## src/rtl/dout_capture_tx_pkg.sv

```systemverilog
// Shared types and constants for the Dout/Dval capture UART transmitter.
// Holds the transmit FSM encodings and the default bit period.
package dout_capture_tx_pkg;

  localparam int DEFAULT_CLKS_PER_BIT = 434;
  localparam int BAUD_W               = 16;
  localparam int BIT_CNT_W            = 3;

  typedef enum logic [1:0] {
    TX_IDLE  = 2'd0,
    TX_START = 2'd1,
    TX_DATA  = 2'd2,
    TX_STOP  = 2'd3
  } tx_state_t;

  // Terminal value of the baud counter for a given bit period.
  function automatic logic [BAUD_W-1:0] baud_max(input int clks_per_bit);
    return BAUD_W'(clks_per_bit - 1);
  endfunction

endpackage

```

## src/rtl/dout_capture_tx_sync_fifo.sv

```systemverilog
// Small synchronous FIFO with registered read data and an occupancy count.
// Pointers carry one extra wrap bit so that full and empty are distinguishable.
module sync_fifo
  import dout_capture_tx_pkg::*;
#(
  parameter int WIDTH = 8,
  parameter int AW    = 4
) (
  input  logic             Clock,
  input  logic             Reset,
  input  logic             push,
  input  logic             pop,
  input  logic [WIDTH-1:0] wdata,
  output logic [WIDTH-1:0] rdata,
  output logic [AW:0]      count,
  output logic             full,
  output logic             empty
);

  localparam int DEPTH = 1 << AW;

  logic [WIDTH-1:0] mem [DEPTH];
  logic [AW:0]      wr_ptr;
  logic [AW:0]      rd_ptr;
  logic             do_push;
  logic             do_pop;

  assign count = wr_ptr - rd_ptr;
  assign empty = (wr_ptr == rd_ptr);
  assign full  = (wr_ptr[AW] != rd_ptr[AW]) && (wr_ptr[AW-1:0] == rd_ptr[AW-1:0]);

  // A pop frees a slot in the same cycle, so a full FIFO still takes a push alongside it.
  assign do_pop  = pop & ~empty;
  assign do_push = push & (~full | do_pop);

  always_ff @(posedge Clock) begin
    if (Reset) begin
      wr_ptr <= '0;
      rd_ptr <= '0;
      rdata  <= '0;
    end else begin
      if (do_push) wr_ptr <= wr_ptr + 1'b1;
      if (do_pop) begin
        rd_ptr <= rd_ptr + 1'b1;
        rdata  <= mem[rd_ptr[AW-1:0]];
      end
    end
  end

  always_ff @(posedge Clock) begin
    if (do_push) mem[wr_ptr[AW-1:0]] <= wdata;
  end

endmodule

```

## src/rtl/dout_capture_tx.sv

```systemverilog
// Captures Dout on each rising edge of Dval into a FIFO and sends the queued
// bytes LSB-first as 8N1 UART frames on Tx.
module dout_capture_tx
  import dout_capture_tx_pkg::*;
#(
  parameter int CLKS_PER_BIT = DEFAULT_CLKS_PER_BIT,
  parameter int FIFO_AW      = 4
) (
  input  logic             Clock,
  input  logic             Reset,
  input  logic [7:0]       Dout,
  input  logic             Dval,
  output logic             Tx,
  output logic             Busy,
  output logic             Overflow,
  output logic [FIFO_AW:0] Count
);

  localparam logic [BAUD_W-1:0] BAUD_MAX = baud_max(CLKS_PER_BIT);

  tx_state_t            state;
  tx_state_t            state_next;
  logic                 dval_q;
  logic                 push;
  logic                 pop;
  logic [7:0]           fifo_rdata;
  logic [FIFO_AW:0]     fifo_count;
  logic                 fifo_full;
  logic                 fifo_empty;
  logic [BAUD_W-1:0]    baud_cnt;
  logic [BIT_CNT_W-1:0] bit_cnt;
  logic [7:0]           shifter;
  logic                 baud_done;
  logic                 tx_next;

  // dval_q resets high so a Dval level held across reset is not taken as a new byte.
  always_ff @(posedge Clock) begin
    if (Reset) dval_q <= 1'b1;
    else       dval_q <= Dval;
  end

  assign push = Dval & ~dval_q;

  always_ff @(posedge Clock) begin
    if (Reset)                            Overflow <= 1'b0;
    else if (push && fifo_full && !pop)   Overflow <= 1'b1;
  end

  sync_fifo #(
    .WIDTH (8),
    .AW    (FIFO_AW)
  ) u_fifo (
    .Clock (Clock),
    .Reset (Reset),
    .push  (push),
    .pop   (pop),
    .wdata (Dout),
    .rdata (fifo_rdata),
    .count (fifo_count),
    .full  (fifo_full),
    .empty (fifo_empty)
  );

  assign baud_done = (baud_cnt == BAUD_MAX);

  always_ff @(posedge Clock) begin
    if (Reset) state <= TX_IDLE;
    else       state <= state_next;
  end

  always_comb begin
    state_next = state;
    case (state)
      TX_IDLE:  if (!fifo_empty)                    state_next = TX_START;
      TX_START: if (baud_done)                      state_next = TX_DATA;
      TX_DATA:  if (baud_done && bit_cnt == 3'd7)   state_next = TX_STOP;
      TX_STOP:  if (baud_done)                      state_next = TX_IDLE;
      default:                                      state_next = TX_IDLE;
    endcase
  end

  always_comb begin
    pop     = 1'b0;
    tx_next = 1'b1;
    case (state)
      TX_IDLE:  pop     = ~fifo_empty;
      TX_START: tx_next = 1'b0;
      TX_DATA:  tx_next = shifter[0];
      TX_STOP:  tx_next = 1'b1;
      default:  tx_next = 1'b1;
    endcase
  end

  // The FIFO read data lands one cycle after the pop, so the shifter is
  // loaded from it as the start bit ends rather than in IDLE itself.
  always_ff @(posedge Clock) begin
    if (Reset) begin
      Tx       <= 1'b1;
      baud_cnt <= '0;
      bit_cnt  <= '0;
      shifter  <= '0;
    end else begin
      Tx <= tx_next;
      if (state == TX_IDLE) begin
        baud_cnt <= '0;
        bit_cnt  <= '0;
      end else begin
        baud_cnt <= baud_done ? '0 : baud_cnt + 16'd1;
        if (state == TX_START && baud_done) shifter <= fifo_rdata;
        if (state == TX_DATA && baud_done) begin
          shifter <= shifter >> 1;
          bit_cnt <= bit_cnt + 3'd1;
        end
      end
    end
  end

  assign Busy  = (state != TX_IDLE) | (fifo_count != '0);
  assign Count = fifo_count;

endmodule

```

## config.mk

```make
export PLATFORM = sky130hd
export DESIGN_NAME = dout_capture_tx
export DESIGN_NICKNAME = d
export VERILOG_FILES = /design/src/rtl/dout_capture_tx_pkg.sv /design/src/rtl/dout_capture_tx_sync_fifo.sv /design/src/rtl/dout_capture_tx.sv
export SDC_FILE = /design/constraint.sdc
export NUM_CORES = 1
export LEC_CHECK = 0
export CAP_MARGIN = 0
export CORE_MARGIN = 2
export CORE_UTILIZATION = 60
export CTS_BUF_LIST = sky130_fd_sc_hd__clkbuf_8
export CTS_CLUSTER_SIZE = 8
export DETAILED_ROUTE_END_ITERATION = 7
export PLACE_DENSITY_LB_ADDON = 0.08
export SLEW_MARGIN = 20
export SYNTH_ARGS = -nofsm -noshare
export SYNTH_HDL_FRONTEND = slang
export SYNTH_SLANG_ARGS = --single-unit
```

## constraint.sdc

```tcl
create_clock -name Clock -period 3.3 [get_ports Clock]
set_clock_uncertainty 0.1 [all_clocks]
set_input_delay 0.33 -clock Clock [delete_from_list [all_inputs] [get_ports Clock]]
set_output_delay 0.33 -clock Clock [all_outputs]
set_load 0.1 [all_outputs]
```

==> results.md <==
* Status: complete, no violations
* Pwr Total at 0.00503 W
* Pin count of the biggest net entering global routing at 37
* Endpoints failing setup at 0
* Int Pwr at 0.00344 W
* ANT cells at 0
* CTS tree: yes
* Cts hold-fix bufs at 0
* Drt initial violations at 412
* Clock Pin Slew Worst Setup and Hold Paths at 0.08 ns
* Worst slew pin tran at 0.962 ns
* I/O Buffers at 18
* Seq pwr share at 0.501
* WP data arrival at 2.60 ns
* Vias at 4,310
* Pwr dens at 607 nW/µm²
* EDFF count, synth at 128
* Total grt overflow at 0
* Post-synth top cells: edfxtp_1, dfxtp_1, nor2_1
* Top cell type's share of synthesized area at 0.511
* Placeable Area at 12,100 µm²
* Max Cap Violations at 0
* Asr flop ratio synth at 0
* CTS H-tree depth at 4
* First drt pass iteration count at 5
* Chip width at 116 µm
* Crit path buffers/inverters at 3
* Area grow syn2layout at 10.3%
* Ys flop type: edfxtp_1
* Post-Synthesis Net Count at 535
* Unrepaired setup endpoints after global routing: false
* First-pass GRT wire length at 23,000 µm
* Routability Congestion at 0.822
* Slew headroom at 0.357
* Slew Viols, Final at 0
* Cells after synthesis at 505
* Net Sw Frac at 0.317
* Initial antenna violation count at 0
* Avg Cell Area, Syn at 14.9 µm²
* Sink Count at 178
* IO Count at 19
* CTS resizes at 0
* Clk pwr share at 0.251
* Mapped Area at 7520 µm²
* Final instance area at 8290 µm²
* NumNets Final at 565
* Period utilization at 0.918
* Placed cell area at 7960 µm²
* Static Leak at 2.68 nW
* Achievable clock frequency at 330 MHz
* Layout cell share with drive strength beyond 1 at 0.173
* Fin util at 0.685
* Hold Vio Cnt, Final at 0
* Crit-path most repeated cell: inv_1
* Final wirelength at 14,500 µm
* Vias in the first global route at 4,198
* Most common cell in the synthesized netlist: edfxtp_1
* Crit-path max cell delay at 0.48 ns
* Area leader, netlist: edfxtp_1
* Post-synthesis sequential area ratio at 0.644
* Period minus WS final at 3.03 ns
* All-layer global routing usage at 0.234
* Critical path peak fanout at 5
* Bufs on Longest Clock Path at 2
* Crit path max-delay family: adder cells
* Vias per cell at 6.02
* Kind of critical path: reg -> out
* Post-synthesis sequential element count at 178
* Starting Density at 0.621
* WL/cell at 20.3 µm
* Yosys warns at 0
* Post-CTS Setup Bufs at 0
* CP endpoint kind: output pin
* DP HPWL at 9640 µm
* Clk root buf: clkbuf_8
* DIE AREA at 13,400 µm²
* Crit path launch type: flip-flop
* Most area-consuming cells after synthesis: edfxtp_1, dfxtp_1, mux4_2
* Die Span Y at 116 µm
* Crit path cell chain: inv_1 -> ha_1 -> inv_1 -> fa_1 -> a21o_1 -> a21oi_1 -> xnor2_1 -> o211ai_1 -> buf_12
* Netlist cell types at 60
* Max VDD drop at 0.388 mV
* Final ANT Viol Nets at 0
* DRC at 0
* Worst skew pair latency at 0.46 ns
* Gate power share at 0.249
* CTS buffer count at 17
* Slowest CP cell: fa_1
* Total negative slack at 0 ns
* Psw at 0.00159 W
* FP Rows at 40
* Hold Path Class: reg -> reg
* Required @ worst endpoint at 2.87 ns
==> power groups by stage <==
stage	Clock, W	Combinational (W)	Sequential, W
finish	0.00126	0.00125	0.00252
global route	0.00139	0.00134	0.00253
CTS	0.00129	0.00126	0.00252
detailed placement	0	0.00125	0.00257
global placement	0	0.00124	0.00257
floorplan	0	0.000914	0.00259
==> state kept, by name (all words and copies together) (netlist names), 2 cells and up <==
signal / flops
bit_cnt: 3
u_fifo.rdata: 8
u_fifo.rd_ptr: 5
u_fifo.mem: 128
baud_cnt: 16
u_fifo.wr_ptr: 5
shifter: 8
state: 2
==> layout by cell type, fill, tap and decap left out, drive strengths merged, types with 3 or more instances in the layout <==
cell type	netlist	final
edfxtp	128	128
dfxtp	50	50
nor2	48	48
mux2i	28	28
a21oi	25	25
mux4	24	24
buf	15	24
inv	13	20
ha	18	18
clkbuf	10	17
nor3	13	13
nand2	12	12
clkdlybuf4s50	0	12
xor2	12	12
xnor2	9	9
a22oi	9	9
o22ai	8	8
a311oi	8	8
clkinv	0	8
a211oi	7	7
nand3	7	7
nand4	6	6
o21ai	5	5
nand2b	5	5
or3	5	5
nor2b	3	3
and4	3	3
o31ai	3	3
==> metrics by stage <==
step | worst slack (ns) | std cells | hold slack (ns)
finish | 0.269 | 716 | 0.388
global route | 0.129 | 716 | 0.383
CTS | 0.261 | 716 | 0.378
detailed placement | 0.491 | 684 | 0.371
global placement | 0.696 | 684 | 0.356
floorplan | 0.0672 | 505 | 0.329
==> layout make-up <==
type | instances | area [µm²]
multi-input cells | 289 | 2490
inverters | 13 | 48.8
repair buffers | 36 | 363
fillers | 871 | 3820
well taps | 168 | 210
clock inverters | 15 | 97.6
flip-flops and latches | 178 | 4850
clock buffers | 17 | 234
==> cell families (layout without fill, tap and decap cells) <==
kind of cell             count (synthesis)  count (layout)  synth area share
AO/OA/AOI/OAI                           77              77            0.0701
adder cells (fa/ha/maj)                 19              19            0.0326
AND/OR/NAND/NOR                        120             120            0.0922
XOR/XNOR                                21              21            0.0245
buffers and inverters                   38              81            0.0273
flip-flops                             178             178             0.644
multiplexers                            52              52             0.109
==> per-layer routing <==
layer,GRT usage,vias up,wire (µm)
li1,-,2009,-
met1,0.328,2175,6530
met2,0.369,113,7120
met3,0.0607,13,651
met4,0.0675,0,203
met5,0,-,0
==> path summary, 6_finish.rpt <==
path / startpoint / to / slack, ns / cells past startpoint
worst max-delay path: u_fifo.wr_ptr[0]$_SDFFE_PP0P_ / Busy / 0.27 / 9
worst min-delay path: baud_cnt[0]$_SDFF_PP0_ / baud_cnt[0]$_SDFF_PP0_ / 0.39 / 1
worst max register to register: u_fifo.wr_ptr[2]$_SDFFE_PP0P_ / u_fifo.mem[6][1]$_DFFE_PP_ / 0.46 / 5
worst min register to register: baud_cnt[0]$_SDFF_PP0_ / baud_cnt[0]$_SDFF_PP0_ / 0.39 / 1
No activity file was read; power rests on OpenSTA's default activity.
